$ cat config.mk
export PLATFORM = sky130hd
export DESIGN_NAME = writeback_arbiter
export DESIGN_NICKNAME = d
export VERILOG_FILES = /design/src/rtl/writeback_arbiter_pkg.sv /design/src/rtl/wb_slot_fifo.sv /design/src/rtl/writeback_arbiter.sv
export SDC_FILE = /design/constraint.sdc
export NUM_CORES = 1
export LEC_CHECK = 0
export CAP_MARGIN = 10
export CORE_MARGIN = 10
export CORE_UTILIZATION = 49
export CTS_BUF_LIST = sky130_fd_sc_hd__clkbuf_8 sky130_fd_sc_hd__clkbuf_16
export CTS_CLUSTER_SIZE = 28
export DETAILED_ROUTE_END_ITERATION = 6
export PLACE_DENSITY = 0.76
export SETUP_SLACK_MARGIN = 0.4
export SLEW_MARGIN = 40
export SYNTH_ARGS = -nofsm -noshare
export SYNTH_HDL_FRONTEND = slang
export SYNTH_SLANG_ARGS = --single-unit
$ cat constraint.sdc
create_clock -name clk -period 2.9 [get_ports clk]
set_input_delay 0.58 -clock clk [delete_from_list [all_inputs] [get_ports clk]]
set_output_delay 0.58 -clock clk [all_outputs]
set_load 0.02 [all_outputs]
$ cat src/rtl/writeback_arbiter_pkg.sv
// Shared types and sizing for the writeback arbiter.
// The packed entry keeps the destination register next to the result data.
package writeback_arbiter_pkg;

    localparam int unsigned XLEN     = 32;
    localparam int unsigned N_WB_SRC = 3;
    localparam int unsigned WB_DEPTH = 2;

    typedef struct packed {
        logic [4:0]      adr;
        logic [XLEN-1:0] data;
    } wb_entry_t;

endpackage

$ cat src/rtl/wb_slot_fifo.sv
// Small per-source result buffer.
// The flush input empties the buffer and discards that cycle's push.
module wb_slot_fifo
    import writeback_arbiter_pkg::*;
#(
    parameter int unsigned DEPTH = WB_DEPTH
) (
    input  logic                     clk,
    input  logic                     rst,
    input  logic                     flush,
    input  logic                     push,
    input  wb_entry_t                push_entry,
    input  logic                     pop,
    output logic [$clog2(DEPTH):0]   count,
    output wb_entry_t                head
);

    localparam int unsigned AW = $clog2(DEPTH);
    localparam int unsigned CW = AW + 1;
    localparam logic [AW-1:0] PTR_ONE = AW'(1);
    localparam logic [CW-1:0] CNT_ONE = CW'(1);

    wb_entry_t     mem_q [DEPTH];
    logic [AW-1:0] head_q, tail_q;
    logic [CW-1:0] count_q;

    // Storage needs no reset; count gates every read.
    always_ff @(posedge clk) begin
        if (push && !flush && !rst) begin
            mem_q[tail_q] <= push_entry;
        end
    end

    always_ff @(posedge clk) begin
        if (rst || flush) begin
            head_q  <= '0;
            tail_q  <= '0;
            count_q <= '0;
        end else begin
            if (push) tail_q <= tail_q + PTR_ONE;
            if (pop)  head_q <= head_q + PTR_ONE;
            unique case ({push, pop})
                2'b10:   count_q <= count_q + CNT_ONE;
                2'b01:   count_q <= count_q - CNT_ONE;
                default: count_q <= count_q;
            endcase
        end
    end

    assign count = count_q;
    assign head  = mem_q[head_q];

endmodule

$ cat src/rtl/writeback_arbiter.sv
// Serialises buffered results from the calculation units onto the single
// register-file write port using round-robin arbitration.
module writeback_arbiter
    import writeback_arbiter_pkg::*;
#(
    parameter int unsigned N_SRC = N_WB_SRC,
    parameter int unsigned DEPTH = WB_DEPTH
) (
    input  logic                  clk,
    input  logic                  rst,
    input  logic [N_SRC-1:0]      src_v,
    input  logic [N_SRC*5-1:0]    src_adr,
    input  logic [N_SRC*XLEN-1:0] src_data,
    output logic [N_SRC-1:0]      src_ok_o,
    input  logic                  flush,
    output logic                  res_v,
    output logic [4:0]            res_adr,
    output logic [XLEN-1:0]       res_data,
    output logic                  busy_o
);

    localparam int unsigned CW = $clog2(DEPTH) + 1;
    localparam int unsigned PW = (N_SRC > 1) ? $clog2(N_SRC) : 1;
    localparam logic [CW-1:0] DEPTH_C = CW'(DEPTH);
    localparam logic [PW-1:0] LAST_C  = PW'(N_SRC - 1);

    logic [CW-1:0]   count [N_SRC];
    wb_entry_t       head  [N_SRC];
    logic [N_SRC-1:0] push, pop, nonempty;

    logic            res_v_q;
    logic [4:0]      res_adr_q;
    logic [XLEN-1:0] res_data_q;
    logic [PW-1:0]   rr_q;

    logic            grant_v;
    logic [PW-1:0]   grant;
    int unsigned     idx;

    for (genvar i = 0; i < N_SRC; i++) begin : g_slot
        wb_entry_t in_entry;
        assign in_entry.adr  = src_adr[5*i +: 5];
        assign in_entry.data = src_data[XLEN*i +: XLEN];
        // Ready ignores a concurrent pop so it never depends on the grant.
        assign src_ok_o[i]   = !rst && (count[i] < DEPTH_C);
        assign push[i]       = src_v[i] && src_ok_o[i] && !flush;
        assign pop[i]        = grant_v && (grant == PW'(i)) && !flush && !rst;
        assign nonempty[i]   = (count[i] != '0);

        wb_slot_fifo #(
            .DEPTH (DEPTH)
        ) u_fifo (
            .clk        (clk),
            .rst        (rst),
            .flush      (flush),
            .push       (push[i]),
            .push_entry (in_entry),
            .pop        (pop[i]),
            .count      (count[i]),
            .head       (head[i])
        );
    end

    always_comb begin
        grant_v = 1'b0;
        grant   = '0;
        idx     = 0;
        for (int unsigned k = 0; k < N_SRC; k++) begin
            idx = (int'(rr_q) + k) % N_SRC;
            if (!grant_v && nonempty[idx]) begin
                grant_v = 1'b1;
                grant   = PW'(idx);
            end
        end
    end

    always_ff @(posedge clk) begin
        if (rst) begin
            res_v_q    <= 1'b0;
            res_adr_q  <= '0;
            res_data_q <= '0;
            rr_q       <= '0;
        end else if (flush) begin
            res_v_q <= 1'b0;
        end else if (grant_v) begin
            // x0 results still consume the grant but never write.
            res_v_q    <= (head[grant].adr != 5'd0);
            res_adr_q  <= head[grant].adr;
            res_data_q <= head[grant].data;
            rr_q       <= (grant == LAST_C) ? '0 : grant + PW'(1);
        end else begin
            res_v_q <= 1'b0;
        end
    end

    assign res_v    = res_v_q;
    assign res_adr  = res_adr_q;
    assign res_data = res_data_q;
    assign busy_o   = (|nonempty) || res_v_q;

endmodule
==> key figures, run 1 <==
Job
  • Max-cap violations: 0

Floorplanning
  • Die X: 169.3 um
  • Chip height: 169.3 um
  • Row count: 54
  • Initial core utilization: 49.87%
  • Die area: between 0.02 and 0.03 mm^2
  • Core area: 0.02189 mm^2
  • Io pins: 159

Setup path
  • Crit path required time: 3.34 ns
  • CP max stage delay: 0.39 ns
  • Worst EP arrival: slightly above 3 ns
  • Crit path buffers/inverters: 4
  • Crit start category: flip-flop
  • Crit-path max FO: 6
  • Reg2Reg Setup Slack: 0.30 ns
  • Delay-heaviest family, CP: compound AO/OA/AOI/OAI gates
  • Critical path type: flip-flop to flip-flop
  • Reg-to-reg startpoint: rr_q[1]
  • R2R cell count: 11
  • Slowest cell on the critical path: a211oi_4
  • CP Cell Sequence: inv_4 > ha_4 > buf_6 > a211oi_4 > buf_4 > o41ai_4 > buf_4 > nor4_4 > ha_1 > or3_1 > a21oi_1
  • Cell mode on critical path: buf_4
  • CP Capture Type: flip-flop
  • Reg-to-Reg End: g_slot[0].u_fifo.count[1]

GRT
  • Total track usage: 18.14%
  • Initial antenna violation count: 4
  • Pin count of the biggest net entering global routing: 38
  • Vias in the first global route: ~7.2k
  • First-pass GRT wire length: ~41 mm
  • Overflow left after global routing: 0

Timing
  • RSZ-0062 raised after global routing: true
  • Slew Limit Headroom: 60.62%
  • Crit path time final: 2.597 ns
  • Setup Viol. Count Final: 0
  • Worst hold slack: 0.5017 ns
  • Fin Clk Skew: 0.01717 ns
  • Max-slew violations: 0
  • Fin Setup TNS: 0 ns
  • Worst-Margin Slew: 0.5907 ns
  • Hold Vio Cnt, Final: 0
  • Fin crit share: 89.55%
  • Max Fclk: between 300 and 400 MHz

Route
  • Initial DRC Count: 404
  • DRT antenna net count: 0
  • Via count: 6769
  • Routed WL: 27.01 mm
  • Avg WL per Cell: 22.41 um
  • Total iterations of the first detailed-routing run: 5
  • Via density: 5.617
  • DRC errors left: 0

Placed design
  • RD Place Congestion: ~0.85
  • Port bufs: ~160
  • Hpwl dp: approximately 17 mm

Layout
  • Most common cell after layout, fill and taps aside: edfxtp_1
  • # nets final: 1024
  • P&R area growth vs syn: 34.34%
  • Final core occ: 66.99%
  • Layout cell share with drive strength beyond 1: 30.99%
  • Commonest non-fill, non-tap cells in the layout: 222 x edfxtp_1, 156 x clkdlybuf4s50_1, 110 x mux2_2, 56 x nor2_1, 48 x dfxtp_1

Hold path
  • Hold Path Sink: res_data[15]
  • Min-Delay Path Class: flip-flop to flip-flop
  • Hold Crit Depth: 2
  • Hold Crit Start: res_data[15]

Synthesis
  • Synth top area share: 61.07%
  • Top FF cell, synth: edfxtp_1
  • Synth warnings: 0
  • Cell taking the most area after synthesis: edfxtp_1
  • Syn nets: ~820
  • Cell variety after synth: between 40 and 50
  • Mapped Avg Cell Area: 15.62 um^2
  • Synth area leaders: edfxtp_1 61%, mux2_2 11%, dfxtp_1 10%, a211oi_1 2.5%, nor2_1 2.2%
  • Synthesized area: 0.01092 mm^2
  • Sequential area share after synthesis: between 70% and 80%
  • Yosys reg bits: 277
  • Cell count after synthesis: ~700
  • Number of flops mapped to enable cells by yosys: 222
  • FFs w/ async S/R, synth: 0%

Pwr
  • Peak supply drop: 0.0004490 V
  • LEAKAGE: 4.763 nW
  • PD cells: 724.2 mW/mm^2

CTS
  • H-Tree Depth: 1
  • CTS buffer count: 28
  • Clock latency at the later pin of the worst-skew pair: 0.52 ns
  • Reg clk slew, reported paths: 0.06 ns
  • Clock buffer depth: 3
  • CTS Hold Buffers Added: 0
  • TritonCTS clock tree: built
  • Clk root buf: clkbuf_16
  • # clock sinks: 277

Run status
  • Status: finished, final reports clean
## Yosys cell counts, drive strengths merged (2+ instances only)
| master | n |
|---|---|
| xnor2 | 9 |
| dfxtp | 55 |
| nor4 | 3 |
| ha | 6 |
| xor2 | 3 |
| inv | 6 |
| nand3b | 3 |
| nand2b | 2 |
| nand2 | 40 |
| nor4b | 4 |
| nor3 | 7 |
| a311oi | 3 |
| edfxtp | 222 |
| mux2 | 110 |
| clkbuf | 27 |
| buf | 18 |
| nor2 | 65 |
| or2 | 3 |
| a21oi | 9 |
| o21ai | 8 |
| nor2b | 2 |
| a221oi | 34 |
| o21ba | 2 |
| a22oi | 3 |
| or3 | 3 |
| a211oi | 38 |
## per-layer routing
| metal | part of all wire (%) | wire length [um] | up-vias | global-route usage [%] |
|---|---|---|---|---|
| met5 | 0.078 | 21 | - | 0 |
| met4 | 2.0 | 537 | 4 | 4.991 |
| met2 | 51 | 13780 | 238 | 31.49 |
| met1 | 40 | 10870 | 3370 | 22.18 |
| li1 | - | - | 3110 | - |
| met3 | 6.7 | 1798 | 47 | 4.238 |
## report_power, final
part | switching (mW) | total [mW] | leakage (nW) | internal, mW
Sequential | 0.148 | 4.68 | 2.47 | 4.53
Clock | 1.41 | 3.26 | 0.458 | 1.85
Combinational | 1.48 | 2.68 | 1.84 | 1.21
Total | 3.03 | 10.6 | 4.76 | 7.59
## cells by family (layout without fill, tap and decap cells)
group / after synthesis / after routing / share of synthesized area [%]
fa+ha+maj: 6 / 6 / 0.6877
mux: 111 / 111 / 11.44
flops: 277 / 277 / 71.15
other cells: 0 / 2 / 0
compound gates: 106 / 106 / 8.115
simple gates: 136 / 136 / 5.559
buf+inv: 51 / 275 / 2.086
xor+xnor: 12 / 12 / 0.9628
## worst register-to-register path: stages, from the launching register on
cell and delay [ns]:
dfxtp_4 0.38, inv_4 0.04, ha_4 0.18, buf_6 0.12
a211oi_4 0.39, buf_4 0.20, o41ai_4 0.08, buf_4 0.18
nor4_4 0.17, ha_1 0.29, or3_1 0.35, a21oi_1 0.14
## sequential cells by signal, summed over array words and instances (netlist names), named ones only
register	flops
g_slot.u_fifo.count	6
res_adr	5
g_slot.u_fifo.mem_q	222
rr_q	2
res_v	1
g_slot.u_fifo.head_q	3
res_data	32
g_slot.u_fifo.tail_q	3
## how the worst max path moves through the flow
stage / startpoint / to / cells past startpoint
final: rr_q[1] / g_slot[0].u_fifo.count[1] / 11
after global routing: rr_q[0] / g_slot[0].u_fifo.count[1] / 10
after CTS: rr_q[1] / res_data[7] / 9
after detailed placement: rr_q[0] / g_slot[0].u_fifo.count[1] / 9
after global placement: rr_q[0] / res_adr[2] / 8
after floorplan: rr_q[1] / g_slot[1].u_fifo.count[1] / 13
## stage by stage
| stage | instances | instance area [um^2] | setup WS [ns] | total power [mW] |
|---|---|---|---|---|
| 2_1_floorplan | 699 | 11010 | 0.2763 | 5.922 |
| 3_3_place_gp | 1124 | 13100 | 0.09518 | 6.825 |
| 3_5_place_dp | 1126 | 13150 | 0.05468 | 6.925 |
| 4_1_cts | 1196 | 14350 | 0.3445 | 10.44 |
| 5_1_grt | 1204 | 14660 | 0.2083 | 11.03 |
| 6_report | 1205 | 14670 | 0.3032 | 10.62 |
## cell type report
cell class              instances  area [um^2]
diodes                          2        5.005
clock buffers                  31        753.2
clock inverters                21        95.09
fillers                      1506         7226
inverters                       6        27.53
multi-input cells             371         3456
flip-flops and latches        277         7781
well taps                     280        350.3
repair buffers                217         2197
## repair_timing
item,4_1_cts,5_1_grt
pin swaps,9,13
buffers inserted,18,7
endpoints found under the hold margin,0,0
resized for setup,41,40
endpoints found under the setup margin,46,48
No activity file was read; power rests on OpenSTA's default activity.
==> run 2: changes to the inputs <==
- GPL_TIMING_DRIVEN: unset -> 0
==> run 2 against run 1 <==
Effect of this change:
- critical path depth down 1
- sequential cell count unchanged
- global-route usage rose by 0.33 points
- setup slack worse by 0.19 ns
- sequential share of layout area is 0.093 points lower
- first-iteration DRC count increased by 34%
- routed wire length is 4.0% higher
- critical path type unchanged
- clock skew is essentially flat
- fmax down 6.7%
- utilization is 0.086 points higher
- count of clock-buffer cells in the layout shrank 1
- hold slack lost 0.10 ns
==> key figures, run 2 (synthesis gave the netlist of run 1 again) <==
Floorplanning
  • Row count: 54 (unchanged)
  • Die X: 169.3 um (unchanged)
  • Initial core utilization: 49.87% (unchanged)
  • Io pins: 159 (unchanged)
  • Core area: 0.02189 mm^2 (unchanged)
  • Die area: 0.02865 mm^2 (unchanged)
  • Chip height: 169.3 um (unchanged)

GRT
  • Vias in the first global route: 7178 (-0.95%)
  • Initial antenna violation count: 0 (-4)
  • First-pass GRT wire length: 41.18 mm (+0.57%)
  • Total track usage: 18.47% (+0.33 points)
  • Pin count of the biggest net entering global routing: 19 (-50%)
  • Overflow left after global routing: 0 (unchanged)

Setup path
  • Worst EP arrival: 3.17 ns (+0.13 ns)
  • CP startpoint: rr_q[0]
  • Critical path type: flip-flop to flip-flop
  • CP Capture Type: flip-flop
  • Crit path required time: 3.29 ns (-0.05 ns)
  • Crit start category: flip-flop
  • Crit-path max FO: 10 (+4)
  • Reg-to-reg startpoint: rr_q[0]

Placed design
  • RD Place Congestion: 0.8510 (about the same)
  • Placement Cell Area: 0.01323 mm^2 (+0.61%)
  • Cells after DPL: 1149 (+2.0%)
  • Hpwl dp: 19.15 mm (+12%)
  • Port bufs: 157 (-0.63%)

Route
  • Via density: 5.582 (-0.64%)
  • DRT antenna net count: 0 (unchanged)
  • Total iterations of the first detailed-routing run: 5 (unchanged)
  • Routed WL: 28.08 mm (+4.0%)
  • Initial DRC Count: 542 (+34%)
  • DRC errors left: 0 (unchanged)
  • Via count: 6804 (+0.52%)
  • Avg WL per Cell: 23.04 um (+2.8%)

Layout
  • Commonest non-fill, non-tap cells in the layout: 222 x edfxtp_1, 157 x clkdlybuf4s50_1, 110 x mux2_2, 56 x nor2_1, 51 x dfxtp_1
  • Largest Register: g_slot.u_fifo.mem_q
  • Layout cell share with drive strength beyond 1: 30.67% (-0.31 points)
  • Fin area: 0.01468 mm^2 (+0.13%)
  • Antenna fix cells: 0 (-2)
  • # nets final: 1041 (+1.7%)
  • Non-filler cells, final: 1219 (+1.2%)
  • Largest register FFs: 222 (unchanged)
  • Most common cell after layout, fill and taps aside: edfxtp_1
  • P&R area growth vs syn: 34.51%

CTS
  • # clock sinks: 277 (unchanged)
  • TritonCTS clock tree: built
  • Reg clk slew, reported paths: 0.06 ns (about the same)
  • Clock latency at the later pin of the worst-skew pair: 0.54 ns (+0.02 ns)
  • Clk root buf: clkbuf_16
  • Clock buffer depth: 3 (unchanged)
  • H-Tree Depth: 1 (unchanged)
  • CTS buffer count: 28 (unchanged)
  • CTS Hold Buffers Added: 0 (unchanged)

Timing
  • Setup Viol. Count Final: 0 (unchanged)
  • Worst hold slack: 0.3973 ns (-0.1044 ns)
  • Max Fclk: 359.2 MHz (-6.7%)
  • Fin Clk Skew: 0.01697 ns (-0.0002054 ns)
  • Crit path time final: 2.784 ns (+0.1872 ns)
  • Hold Vio Cnt, Final: 0 (unchanged)
  • Max-slew violations: 0 (unchanged)
  • Worst-Margin Slew: 0.8008 ns (+0.2102 ns)
  • RSZ-0062 raised after global routing: true
  • Fin crit share: 96.00% (+6.5 points)
  • Slew Limit Headroom: 46.61% (-14 points)

Hold path
  • Hold Crit Start: rst
  • Min-Delay Path Class: input port to flip-flop

Pwr
  • LEAKAGE: 4.783 nW (+0.42%)
  • Peak supply drop: 0.0005895 V (+31%)
  • PD cells: 716.3 mW/mm^2 (-1.1%)

Job
  • Max-cap violations: 0 (unchanged)

Run status
  • Status: finished, final reports clean
## run 2: cell types whose count changed in the layout (fill, tap and decap cells not counted), sizes merged
| cell | previous run | this run |
|---|---|---|
| clkdlybuf4s50 | 156 | 157 |
| bufinv | 0 | 1 |
| diode | 2 | 0 |
| dlygate4sd2 | 1 | 0 |
| clkinv | 8 | 14 |
| clkinvlp | 1 | 0 |
| buf | 60 | 51 |
| inv | 18 | 12 |
| clkbuf | 31 | 56 |
## run 2: final cells by class
class | count | area [um^2]
Buffer | 45 | 272.8
Sequential cell | 277 | 7777
Clock buffer | 30 | 728.2
Timing Repair Buffer | 189 | 2013
Multi-Input combinational cell | 371 | 3390
Clock inverter | 21 | 127.6
Tap cell | 280 | 350.3
Fill cell | 1482 | 7207
Inverter | 6 | 25.02
## run 2: worst paths after layout
path,to,slack [ns],cells after the start
worst max-delay path,res_v,0.12,10
worst min-delay path,res_adr[2],0.40,2
worst max register to register,res_v,0.12,10
worst min register to register,res_data[27],0.50,2
## run 2: through the flow
stage	setup WS, ns	power, mW	utilization [%]	TNS [ns]
3_5_place_dp	-0.2074	6.873	60.45	-0.2074
2_1_floorplan	0.2763	5.922	-	0
6_report	0.1160	10.52	67.08	0
3_3_place_gp	-0.9919	6.807	59.09	-128.23
5_1_grt	0.02843	10.92	67.08	0
4_1_cts	0.1779	10.30	65.33	0
## run 2: where the power goes
part	internal (mW)	switching, mW
combinational	1.10	1.42
clock	1.89	1.44
sequential	4.53	0.136
## run 2: per-layer routing
metal	up-vias	part of all wire [%]	track usage, %
li1	3143	-	-
met1	3428	40	22.51
met2	191	52	32.51
met3	42	5.9	4.076
met4	0	1.8	4.653
met5	-	0	0
## run 2: worst max-delay path, stage by stage (launching register included)
cell      delay, ns
dfxtp_4        0.36
inv_2          0.05
ha_4           0.27
buf_4          0.19
nor3_1         0.09
a21oi_1        0.18
or4b_1         0.50
o21a_4         0.28
buf_6          0.16
a222oi_1       0.38
a41oi_1        0.18
## run 2: repair_timing
| item | 4_1_cts | 5_1_grt |
|---|---|---|
| setup buffers | 11 | 8 |
| pin swaps | 12 | 23 |
| setup endpoints to repair | 50 | 57 |
| gates resized for setup | 34 | 71 |
| cloned | 0 | 0 |
==> run 3: changes to the inputs <==
- PLACE_DENSITY: 0.76 -> 0.8
- REMOVE_ABC_BUFFERS: unset -> 1
- SETUP_SLACK_MARGIN: 0.4 -> 0.02
==> run 3 against run 2 <==
Effect of this change:
- global-route usage is 0.91 points higher
- hold slack improved by 0.023 ns
- first-iteration DRC count decreased by 2.6%
- final cell count shrank 2.5%
- largest power group unchanged
- setup slack worse by 0.099 ns
- critical path type unchanged
- non-clock buffer count is 35 lower
==> key figures, run 3 (synthesis gave the netlist of run 1 again) <==
Timing
  • RSZ-0062 raised after global routing: true
  • Fin crit share: 99.43% (+3.4 points)
  • Fin Clk Skew: 0.02217 ns (+0.005204 ns)
  • Worst hold slack: 0.4204 ns (+0.02311 ns)
  • Fin Setup TNS: 0 ns (unchanged)
  • Worst-Margin Slew: 0.5944 ns (-0.2064 ns)
  • Max Fclk: 346.8 MHz (-3.4%)
  • Max-slew violations: 0 (unchanged)
  • Hold Vio Cnt, Final: 0 (unchanged)
  • Setup slack after layout: 0.01667 ns (-0.09932 ns)
  • Crit path time final: 2.883 ns (+0.09932 ns)
  • Setup Viol. Count Final: 0 (unchanged)
  • Slew Limit Headroom: 60.24% (+14 points)

Job
  • Max-cap violations: 0 (unchanged)

CTS
  • Clock buffer depth: 3 (unchanged)
  • H-Tree Depth: 1 (unchanged)
  • TritonCTS clock tree: built
  • # clock sinks: 277 (unchanged)
  • CTS buffer count: 28 (unchanged)
  • Reg clk slew, reported paths: 0.07 ns (about the same)
  • Clk root buf: clkbuf_16
  • Clock latency at the later pin of the worst-skew pair: 0.56 ns (+0.02 ns)
  • CTS Hold Buffers Added: 0 (unchanged)

Placed design
  • Hpwl dp: 18.76 mm (-2.0%)
  • RD Place Congestion: 0.8156 (-4.2%)
  • Setup WS pre-CTS: -0.8099 ns (-0.6025 ns)
  • Port bufs: 158 (+0.64%)

Pwr
  • Sw power: 2.950 mW (-1.6%)
  • Sw Ratio: 27.53% (-0.97 points)
  • Internal Power: 7.767 mW (+3.3%)
  • Combinational fraction of design power: 22.5% (-1.5 points)
  • PD cells: 741.4 mW/mm^2 (+3.5%)
  • Register share of total power: 43.5% (-0.8 points)
  • Clock power frac: 34.0% (+2.4 points)
  • Peak supply drop: 0.0005816 V (-1.3%)
  • LEAKAGE: 4.676 nW (-2.2%)

Layout
  • Layout cell share with drive strength beyond 1: 26.90% (-3.8 points)
  • Commonest non-fill, non-tap cells in the layout: 222 x edfxtp_1, 157 x clkdlybuf4s50_1, 110 x mux2_2, 56 x nor2_1, 50 x dfxtp_1
  • P&R area growth vs syn: 32.40%
  • Area of the multi-input gates: 0.003183 mm^2 (-6.1%)
  • Filler cell count: 1580 (+6.6%)
  • Reg area: 0.007781 mm^2 (about the same)
  • Most common cell after layout, fill and taps aside: edfxtp_1
  • Largest Register: g_slot.u_fifo.mem_q
  • Largest register FFs: 222 (unchanged)
  • # nets final: 1008 (-3.2%)

Route
  • DRC errors left: 0 (unchanged)
  • Avg WL per Cell: 24.20 um (+5.1%)
  • DRT antenna net count: 0 (unchanged)
  • Routed WL: 28.75 mm (+2.4%)
  • Via count: 6801 (-0.044%)
  • Via density: 5.725 (+2.6%)
  • Initial DRC Count: 528 (-2.6%)
  • Total iterations of the first detailed-routing run: 6 (+1)

GRT
  • Initial antenna violation count: 2 (+2)
  • Grt met2 use: 33.92% (+1.4 points)
  • Gr busiest metal: met2
  • First-pass GRT wire length: 42.93 mm (+4.3%)
  • GR met1 Demand/Resource: 23.92% (+1.4 points)
  • Overflow left after global routing: 0 (unchanged)
  • Routing usage on met3: 3.798% (-0.28 points)
  • Vias in the first global route: 7287 (+1.5%)
  • Pin count of the biggest net entering global routing: 30 (+11)
  • Total track usage: 19.38% (+0.91 points)

Floorplanning
  • Die X: 169.3 um (unchanged)
  • Chip height: 169.3 um (unchanged)
  • Row count: 54 (unchanged)
  • Initial core utilization: 49.87% (unchanged)
  • Io pins: 159 (unchanged)
  • Die area: 0.02865 mm^2 (unchanged)
  • Core area: 0.02189 mm^2 (unchanged)

Setup path
  • Reg2Reg Setup Slack: 0.02 ns (-0.10 ns)
  • WP depth: 10 (unchanged)
  • CP startpoint: rr_q[0]
  • Crit start category: flip-flop
  • Worst Setup EP: g_slot[1].u_fifo.count[1]
  • Crit-path max FO: 3 (-7)
  • Reg-to-Reg End: g_slot[1].u_fifo.count[1]
  • Critical path type: flip-flop to flip-flop
  • Cell mode on critical path: ha_1
  • Worst EP arrival: 3.36 ns (+0.19 ns)
  • Crit path buffers/inverters: 1 (-2)
  • Reg-to-reg startpoint: rr_q[0]
  • CP Capture Type: flip-flop
  • Delay-heaviest family, CP: compound AO/OA/AOI/OAI gates
  • Crit path required time: 3.37 ns (+0.08 ns)
  • R2R cell count: 10 (unchanged)
  • CP max stage delay: 0.40 ns (-0.10 ns)
  • CP Cell Sequence: inv_1 > ha_1 > o21bai_1 > a211oi_1 > nor4b_4 > o21ba_4 > nor2b_1 > ha_1 > or3_1 > a21oi_1
  • Slowest cell on the critical path: a211oi_1

Hold path
  • Min-Delay Path Class: input port to flip-flop

Run status
  • Status: finished, final reports clean
==> run 3: cell count changes in the layout (fill, tap and decap cells not counted), sizes merged <==
cell,change
diode,+1
clkbuf,-26
o21ba,+2
buf,-9
clkinv,-1
bufinv,+3
inv,-1
==> run 3: power groups by stage <==
stage                     clock [mW]  combinational, mW  sequential, mW
final                           3.65               2.41            4.66
after global placement             0               1.95            4.75
after floorplan                    0              0.870            4.92
after CTS                       3.72               2.28            4.66
after global routing            3.86               2.56            4.69
after detailed placement           0               2.19            4.73
==> run 3: layer usage <==
metal | vias up | part of all wire, %
met5 | - | 0.070
met3 | 46 | 5.9
met1 | 3438 | 41
li1 | 3079 | -
met4 | 2 | 2.2
met2 | 236 | 51
==> run 3: layout make-up <==
cell class                 count  share of cell area, %
antenna                        1                0.01731
clock buffer                  30                  5.038
clock inverter                22                  1.558
inverter                       6                 0.1558
multi-input combinational    373                  22.02
sequential                   277                  53.83
tap                          280                  2.424
timing repair buffer         199                  14.95
==> run 3: worst reg2reg max path: stages (launching register included) <==
cell and delay (ns):
dfxtp_2 0.37, inv_1 0.09, ha_1 0.23, o21bai_1 0.20, a211oi_1 0.40, nor4b_4 0.38
o21ba_4 0.21, nor2b_1 0.14, ha_1 0.27, or3_1 0.37, a21oi_1 0.15
==> run 3: repair_timing <==
item / 4_1_cts / 5_1_grt
gates resized for setup: 15 / 14
gates cloned: 2 / 0
pin swaps: 4 / 7
setup endpoints to repair: 46 / 43
setup buffers: 4 / 13
==> run 3: per-stage QoR <==
| step | power [mW] | cell area, um^2 | cells | util (%) |
|---|---|---|---|---|
| finish | 10.72 | 14450 | 1188 | 66.03 |
| global route | 11.11 | 14450 | 1188 | 66.03 |
| CTS | 10.66 | 14270 | 1174 | 65.18 |
| detailed placement | 6.926 | 13180 | 1116 | 60.21 |
| global placement | 6.697 | 12640 | 1092 | 57.76 |
| floorplan | 5.785 | 10710 | 654 | - |
==> run 3: how the worst min path moves through the flow <==
stage | slack, ns | from | cells past startpoint | end
finish | 0.42 | rst | 2 | res_data[23]
global route | 0.40 | rst | 2 | res_data[23]
CTS | 0.40 | rst | 2 | res_data[23]
detailed placement | 0.48 | rr_q[0] | 2 | rr_q[0]
global placement | 0.47 | rr_q[0] | 2 | rr_q[0]
floorplan | 0.45 | rr_q[0] | 2 | rr_q[0]
